==> src/rtl/i2s_pkg.sv <==
// i2s_pkg: shared types and constants for the I2S receiver.
package i2s_pkg;

  localparam int unsigned SYNC_STAGES = 2;
  localparam int unsigned PAIR_DW     = 16;

  typedef enum logic {
    SYNC,
    RUN
  } rx_state_t;

  typedef struct packed {
    logic [PAIR_DW-1:0] left;
    logic [PAIR_DW-1:0] right;
  } audio_pair_t;

endpackage

==> src/rtl/i2s_rx_fifo.sv <==
// i2s_rx_fifo: synchronous show-ahead FIFO for received stereo pairs.
//   clk, rst_n  : clock, async active-low reset
//   push, wdata : write request / data (a push while full is accepted only with a pop)
//   pop         : remove head entry (ignored when empty)
//   rdata       : head entry
//   full, empty : occupancy flags
module i2s_rx_fifo #(
  parameter int unsigned WIDTH = 32,
  parameter int unsigned DEPTH = 4
) (
  input  logic             clk,
  input  logic             rst_n,
  input  logic             push,
  input  logic [WIDTH-1:0] wdata,
  input  logic             pop,
  output logic [WIDTH-1:0] rdata,
  output logic             full,
  output logic             empty
);
  import i2s_pkg::*;

  localparam int unsigned AW = $clog2(DEPTH);

  logic [WIDTH-1:0] mem_q [DEPTH];
  logic [WIDTH-1:0] mem_d [DEPTH];
  logic [AW:0]      wr_q, wr_d, rd_q, rd_d;
  logic             pop_ok, push_ok;

  assign empty   = (wr_q == rd_q);
  assign full    = (wr_q[AW] != rd_q[AW]) && (wr_q[AW-1:0] == rd_q[AW-1:0]);
  assign pop_ok  = pop & ~empty;
  assign push_ok = push & (~full | pop_ok);
  assign rdata   = mem_q[rd_q[AW-1:0]];

  always_comb begin
    mem_d = mem_q;
    wr_d  = wr_q;
    rd_d  = rd_q;
    if (push_ok) begin
      mem_d[wr_q[AW-1:0]] = wdata;
      wr_d = wr_q + 1'b1;
    end
    if (pop_ok) begin
      rd_d = rd_q + 1'b1;
    end
  end

  always_ff @(posedge clk or negedge rst_n) begin
    if (!rst_n) begin
      for (int unsigned i = 0; i < DEPTH; i++) begin
        mem_q[i] <= '0;
      end
      wr_q <= '0;
      rd_q <= '0;
    end else begin
      mem_q <= mem_d;
      wr_q  <= wr_d;
      rd_q  <= rd_d;
    end
  end

endmodule

==> src/rtl/i2s_rx.sv <==
// i2s_rx: oversampling I2S receiver, emits one parallel L/R pair per frame.
//   clk_sys, reset_n           : system clock (>= 4x BCK), async active-low reset
//   enable                     : low forces SYNC, drops lock, clears overrun
//   i2s_bck/i2s_lrck/i2s_data  : asynchronous I2S inputs
//   sample_l/sample_r/_valid   : presented pair
//   sample_ready               : consumer accept (FIFO build only)
//   locked, overrun            : frame lock, sticky lost-pair flag
// Optional macro I2S_RX_FIFO_EN adds a FIFO_DEPTH-entry pair FIFO.
module i2s_rx #(
  parameter int unsigned AUDIO_DW   = 16,
  parameter int unsigned TIMEOUT    = 255,
  parameter int unsigned FIFO_DEPTH = 4
) (
  input  logic                clk_sys,
  input  logic                reset_n,
  input  logic                enable,
  input  logic                i2s_bck,
  input  logic                i2s_lrck,
  input  logic                i2s_data,
  output logic [AUDIO_DW-1:0] sample_l,
  output logic [AUDIO_DW-1:0] sample_r,
  output logic                sample_valid,
  input  logic                sample_ready,
  output logic                locked,
  output logic                overrun
);
  import i2s_pkg::*;

  localparam int unsigned CW = $clog2(AUDIO_DW + 1);
  localparam int unsigned TW = $clog2(TIMEOUT + 1);
  localparam logic [AUDIO_DW-1:0] MSB_ONE = {1'b1, {(AUDIO_DW-1){1'b0}}};

  logic [SYNC_STAGES-1:0] bck_sync_q, lrck_sync_q, data_sync_q;
  logic                   bck_prev_q;
  logic                   bck_s, lrck_s, data_s, bck_rise;

  rx_state_t              state_q, state_d;
  logic                   lrck_last_q, lrck_last_d;
  logic                   lrck_seen_q, lrck_seen_d;
  logic [CW-1:0]          cnt_q, cnt_d;
  logic [AUDIO_DW-1:0]    word_q, word_d, word_n;
  logic [AUDIO_DW-1:0]    left_hold_q, left_hold_d;
  logic                   have_left_q, have_left_d;
  logic [TW-1:0]          tmo_q, tmo_d;
  logic                   overrun_q, overrun_d, overrun_set;
  logic                   emit;
  logic [AUDIO_DW-1:0]    emit_l, emit_r;

  assign bck_s    = bck_sync_q[SYNC_STAGES-1];
  assign lrck_s   = lrck_sync_q[SYNC_STAGES-1];
  assign data_s   = data_sync_q[SYNC_STAGES-1];
  assign bck_rise = bck_s & ~bck_prev_q;
  assign locked   = (state_q == RUN);
  assign overrun  = overrun_q;

  always_comb begin
    state_d     = state_q;
    lrck_last_d = lrck_last_q;
    lrck_seen_d = lrck_seen_q;
    cnt_d       = cnt_q;
    word_d      = word_q;
    left_hold_d = left_hold_q;
    have_left_d = have_left_q;
    tmo_d       = tmo_q;
    emit        = 1'b0;
    emit_l      = '0;
    emit_r      = '0;
    // Register is cleared at word start, so OR-ing places the bit at
    // AUDIO_DW-1-count; once count saturates the mask shifts out to zero.
    word_n      = word_q | ({AUDIO_DW{data_s}} & (MSB_ONE >> cnt_q));

    if (!enable) begin
      state_d     = SYNC;
      lrck_seen_d = 1'b0;
      have_left_d = 1'b0;
      tmo_d       = '0;
    end else begin
      case (state_q)
        SYNC: begin
          if (bck_rise) begin
            lrck_last_d = lrck_s;
            lrck_seen_d = 1'b1;
            if (lrck_seen_q && (lrck_s != lrck_last_q)) begin
              state_d     = RUN;
              cnt_d       = '0;
              word_d      = '0;
              have_left_d = 1'b0;
              tmo_d       = '0;
            end
          end
        end
        RUN: begin
          if (bck_rise) begin
            tmo_d = '0;
            if (lrck_s == lrck_last_q) begin
              word_d = word_n;
              if (cnt_q != CW'(AUDIO_DW)) begin
                cnt_d = cnt_q + CW'(1);
              end
            end else begin
              // This edge carries the previous channel's LSB: commit that word.
              if (!lrck_last_q) begin
                left_hold_d = word_n;
                have_left_d = 1'b1;
              end else if (have_left_q) begin
                emit        = 1'b1;
                emit_l      = left_hold_q;
                emit_r      = word_n;
                have_left_d = 1'b0;
              end
              word_d      = '0;
              cnt_d       = '0;
              lrck_last_d = lrck_s;
            end
          end else if (tmo_q == TW'(TIMEOUT - 1)) begin
            state_d     = SYNC;
            lrck_seen_d = 1'b0;
            have_left_d = 1'b0;
            tmo_d       = '0;
          end else begin
            tmo_d = tmo_q + TW'(1);
          end
        end
        default: state_d = SYNC;
      endcase
    end

    overrun_d = enable ? (overrun_q | overrun_set) : 1'b0;
  end

  always_ff @(posedge clk_sys or negedge reset_n) begin
    if (!reset_n) begin
      bck_sync_q  <= '0;
      lrck_sync_q <= '0;
      data_sync_q <= '0;
      bck_prev_q  <= 1'b0;
      state_q     <= SYNC;
      lrck_last_q <= 1'b0;
      lrck_seen_q <= 1'b0;
      cnt_q       <= '0;
      word_q      <= '0;
      left_hold_q <= '0;
      have_left_q <= 1'b0;
      tmo_q       <= '0;
      overrun_q   <= 1'b0;
    end else begin
      bck_sync_q  <= {bck_sync_q[SYNC_STAGES-2:0], i2s_bck};
      lrck_sync_q <= {lrck_sync_q[SYNC_STAGES-2:0], i2s_lrck};
      data_sync_q <= {data_sync_q[SYNC_STAGES-2:0], i2s_data};
      bck_prev_q  <= bck_s;
      state_q     <= state_d;
      lrck_last_q <= lrck_last_d;
      lrck_seen_q <= lrck_seen_d;
      cnt_q       <= cnt_d;
      word_q      <= word_d;
      left_hold_q <= left_hold_d;
      have_left_q <= have_left_d;
      tmo_q       <= tmo_d;
      overrun_q   <= overrun_d;
    end
  end

`ifdef I2S_RX_FIFO_EN
  logic                  fifo_full, fifo_empty, fifo_push, fifo_pop;
  logic [2*AUDIO_DW-1:0] fifo_rdata;

  // A pop in the same cycle frees space, so the emit is still accepted.
  assign fifo_pop    = ~fifo_empty & sample_ready;
  assign fifo_push   = emit & (~fifo_full | fifo_pop);
  assign overrun_set = emit & ~fifo_push;

  i2s_rx_fifo #(
    .WIDTH (2 * AUDIO_DW),
    .DEPTH (FIFO_DEPTH)
  ) u_fifo (
    .clk   (clk_sys),
    .rst_n (reset_n),
    .push  (fifo_push),
    .wdata ({emit_l, emit_r}),
    .pop   (fifo_pop),
    .rdata (fifo_rdata),
    .full  (fifo_full),
    .empty (fifo_empty)
  );

  assign sample_valid = ~fifo_empty;
  assign sample_l     = fifo_rdata[2*AUDIO_DW-1:AUDIO_DW];
  assign sample_r     = fifo_rdata[AUDIO_DW-1:0];
`else
  logic [AUDIO_DW-1:0] sample_l_q, sample_l_d, sample_r_q, sample_r_d;
  logic                valid_q, valid_d;
  logic                unused_cfg;

  assign unused_cfg  = sample_ready | (FIFO_DEPTH == 0);
  assign overrun_set = emit & valid_q;

  always_comb begin
    sample_l_d = sample_l_q;
    sample_r_d = sample_r_q;
    valid_d    = emit;
    if (emit) begin
      sample_l_d = emit_l;
      sample_r_d = emit_r;
    end
  end

  always_ff @(posedge clk_sys or negedge reset_n) begin
    if (!reset_n) begin
      sample_l_q <= '0;
      sample_r_q <= '0;
      valid_q    <= 1'b0;
    end else begin
      sample_l_q <= sample_l_d;
      sample_r_q <= sample_r_d;
      valid_q    <= valid_d;
    end
  end

  assign sample_valid = valid_q;
  assign sample_l     = sample_l_q;
  assign sample_r     = sample_r_q;
`endif

endmodule

==> config.mk <==
export PLATFORM = sky130hd
export DESIGN_NAME = i2s_rx
export DESIGN_NICKNAME = d
export VERILOG_FILES = /design/src/rtl/i2s_pkg.sv /design/src/rtl/i2s_rx_fifo.sv /design/src/rtl/i2s_rx.sv
export SDC_FILE = /design/constraint.sdc
export NUM_CORES = 1
export LEC_CHECK = 0
export ABC_CLOCK_PERIOD_IN_PS = 1600
export CORE_UTILIZATION = 40
export DETAILED_ROUTE_END_ITERATION = 6
export MAX_ROUTING_LAYER = met4
export REMOVE_ABC_BUFFERS = 1
export SLEW_MARGIN = 0
export SYNTH_ARGS = -nofsm -noshare
export SYNTH_HDL_FRONTEND = slang
export SYNTH_SLANG_ARGS = --single-unit
export TNS_END_PERCENT = 30
==> constraint.sdc <==
create_clock -name clk_sys -period 1.6 [get_ports clk_sys]
set_input_delay 0.48 -clock clk_sys [delete_from_list [all_inputs] [get_ports clk_sys]]
set_output_delay 0.48 -clock clk_sys [all_outputs]
set_load 0.03 [all_outputs]
==> summary.txt, run 1 <==
Logic synthesis
  • Syn_area_per_cell: approximately 11 sq um
  • Synthesized flop and latch total: 90
  • Sequential element share of the synthesized area: 0.608
  • Post-synth EDFFs: 0
  • Yosys warns: 0
  • Ys flop type: dfrtp_1
  • Post-Syn Instances: 331
  • Post-Syn Area: 0.00370 sq mm
  • Synth unique cells: 42
  • Async S/R FF share, synth: 1.00

Placement
  • HPWL after DPL: 4990 um
  • Port Buffers: 40
  • DP Area: ~0.0046 sq mm
  • Inst Count DP: 509
  • Gpl congestion: just under 0.8
  • Setup WS pre-CTS: -0.604 ns

STA
  • Slew margin rel.: 0.684
  • Hold Slack: between 0.15 and 0.2 ns
  • Fmax: between 500 and 600 MHz
  • Final setup fails: 33
  • Period minus WS final: about 1.7 ns
  • Clock Skew: 0.00886 ns
  • RSZ-0062 raised after global routing: true
  • Period utilisation layout: 1.08
  • Worst Max-Slew Pin Slew: about 0.47 ns
  • Final Max Tran Viols: 0
  • Setup ws final: -0.130 ns
  • Count of final hold-check violations: 0

Cells and area
  • Final Non-Filler Cells: 533
  • Finished Core Util: 0.561
  • Design Area, Final: 0.00496 sq mm
  • Share of layout cells above drive strength 1: 0.292
  • N_diodes: 0
  • Area grow syn2layout: 33.9%
  • Final Net Count: around 440

Die
  • Initial Util: 0.419
  • Die area: 0.00965 sq mm
  • Core Region: ~0.0088 sq mm
  • Core Rows: 34
  • Die W: 98.2 um
  • Die extent in y: between 90 and 100 um
  • # IOs: 42

Clock network
  • CTS tree: done
  • Root Buffer: clkbuf_8
  • CTS buffer count: 9
  • Worst-path clk slew: ~0.09 ns
  • Clock Path Buffers: 2
  • CTS sink count: 90
  • Worst-skew pair later-pin latency: about 0.35 ns
  • H-tree depth: 3

Critical path
  • Launching point of the worst reg2reg path: lrck_sync_q[1]
  • Startpoint Class: flop
  • Critical Path Slowest Stage Cell: dfrtp_1
  • Peak per-stage delay on the critical path: approximately 0.42 ns
  • WS Path Type: reg -> reg
  • Cell Chain, Critical Path: ha_4, and4bb_2, nor2_2, nor3_1, mux2_2
  • CP arrival: between 1.5 and 2 ns
  • Worst R2R Setup Slack: -0.13 ns
  • R2r endpoint: have_left_q
  • Crit end category: flop
  • Max FO, Critical Path: 5
  • Worst Path Required: between 1.5 and 2 ns
  • Reg2Reg Depth: 5

Global route
  • First-pass GRT wire length: around 14000 um
  • Vias in the first global route: around 2.8k
  • Grt total ovfl: 0
  • Initial antenna violation count: 0
  • Total Routing Usage GR: 0.182
  • Largest net degree at the start of global routing: ~90

Worst hold path
  • Worst hold path class: in -> async

Drt
  • Drt wl/cell: 14.9 um
  • Detailed-route DRC error count: 0
  • Vias post-DR: 2752
  • Drt pass-1 iters: 6
  • DRC marker count from the first detailed-route iteration: 113
  • Post-route antenna net violation count: 0
  • Final wirelength: approximately 8000 um
  • Via density: around 5.2

Power
  • IR Drop Worst-Case VDD: between 400 and 500 uV
  • PD cells: around 830 mW/mm^2
  • Leakage power: around 2.3 nW

Outcome
  • Violated checks: setup timing
  • Status: finished with violations

Flow run
  • Max cap viols: 0
-- synth_stat cells, drive strengths merged, types with 2 or more instances --
cell / number / area share
dfrtp: 90 / 0.61
nor2: 44 / 0.045
a21oi: 41 / 0.055
nand2: 26 / 0.026
o21ai: 22 / 0.031
mux2: 18 / 0.055
a31oi: 12 / 0.020
buf: 9 / 0.015
ha: 9 / 0.030
nor2b: 8 / 0.014
clkbuf: 6 / 0.0061
inv: 5 / 0.0051
a211oi: 3 / 0.0061
nand3b: 3 / 0.0061
nor3: 3 / 0.0068
o31ai: 3 / 0.0061
xnor2: 3 / 0.0071
xor2: 3 / 0.0071
a41oi: 2 / 0.0047
and3b: 2 / 0.0051
nand3: 2 / 0.0027
nand4: 2 / 0.0034
or4: 2 / 0.0041
-- logic make-up after synthesis --
group / after synthesis / synth area share
xor+xnor: 6 / 0.0142
fa+ha+maj: 9 / 0.0304
flops: 90 / 0.608
compound gates: 88 / 0.134
mux: 19 / 0.0574
buf+inv: 20 / 0.0260
simple gates: 99 / 0.130
-- registers in the layout (all words and copies together), names as in the netlist --
| name | count |
|---|---|
| left_hold_q | 16 |
| sample_l | 16 |
| sample_r | 16 |
| word_q | 16 |
| tmo_q | 8 |
| cnt_q | 5 |
| bck_sync_q | 2 |
| data_sync_q | 2 |
| lrck_sync_q | 2 |
| bck_prev_q | 1 |
| have_left_q | 1 |
| locked | 1 |
| lrck_last_q | 1 |
| lrck_seen_q | 1 |
| overrun | 1 |
| sample_valid | 1 |
-- metrics by stage --
stage          power, mW  setup TNS [ns]
3_3_place_gp        2.74          -28.90
4_1_cts             4.17           -6.43
3_5_place_dp        2.74          -30.58
5_1_grt             4.29           -6.99
2_1_floorplan       2.51          -51.64
6_report            4.11           -1.66
-- worst max path at each step --
stage	start	endpoint	slack, ns	cells past startpoint
final	lrck_sync_q[1]	have_left_q	-0.13	5
after global routing	bck_prev_q	sample_l[6]	-0.19	5
after CTS	lrck_last_q	sample_l[14]	-0.24	6
after detailed placement	enable	sample_l[12]	-0.60	5
after global placement	enable	sample_l[10]	-0.57	5
after floorplan	locked	sample_l[0]	-1.47	3
-- placed cells by master (no fill, tap or decap), types with 4 or more instances in the layout --
master	synthesis	final
dfrtp_1	90	90
nor2_1	43	42
buf_4	4	40
a21oi_1	41	37
nand2_1	26	26
clkdlybuf4s15_1	0	24
o21ai_0	20	19
mux2_4	0	12
a31oi_1	12	10
clkbuf_8	0	9
buf_6	0	9
ha_1	9	8
clkbuf_2	0	8
nor2b_1	8	7
mux2_2	18	6
inv_1	5	4
a21oi_2	0	4
clkinv_2	0	4
buf_12	0	4
-- critical path: cells and delay by family (launching register included) --
| family | cells | cell delay (ns) |
|---|---|---|
| fa+ha+maj | 1 | 0.28 |
| flops | 1 | 0.42 |
| mux | 1 | 0.36 |
| simple gates | 3 | 0.57 |
-- power breakdown --
part           total (mW)  internal, mW  switching [mW]
clock                1.36         0.562           0.802
combinational       0.422         0.201           0.221
sequential           2.32          2.30          0.0188
-- timing repair --
| action | 4_1_cts | 5_1_grt |
|---|---|---|
| pin swaps | 20 | 7 |
| gates cloned | 2 | 0 |
| setup buffers | 5 | 4 |
| gates resized for setup | 77 | 49 |
| endpoints found under the setup margin | 94 | 91 |
| hold buffers | 0 | 0 |
-- layer usage --
layer  vias up  wire, um  track usage
met5         -         0            -
met4         0       137       0.0643
met3        13       257       0.0272
met2        48      3850        0.281
met1      1355      3690        0.247
li1       1336         -            -
-- layout make-up --
class                           count  area [sq um]
Fill cell                         784          3890
Sequential cell                    90          2250
Multi-Input combinational cell    221          1520
Timing Repair Buffer               93           863
Tap cell                          108           135
Clock buffer                        9           124
Clock inverter                      7          45.0
Inverter                            5          18.8
No activity file was read; power rests on OpenSTA's default activity.
==> run 2: changes to the inputs <==
--- a/config.mk
+++ b/config.mk
@@ -7,6 +7,7 @@
 export LEC_CHECK = 0
 export ABC_CLOCK_PERIOD_IN_PS = 1600
 export CORE_UTILIZATION = 40
+export CTS_BUF_LIST = sky130_fd_sc_hd__clkbuf_4 sky130_fd_sc_hd__clkbuf_8
 export DETAILED_ROUTE_END_ITERATION = 6
 export MAX_ROUTING_LAYER = met4
 export REMOVE_ABC_BUFFERS = 1
==> results of run 2 <==
Final layout, timing and power as in run 1 (identical DEF).
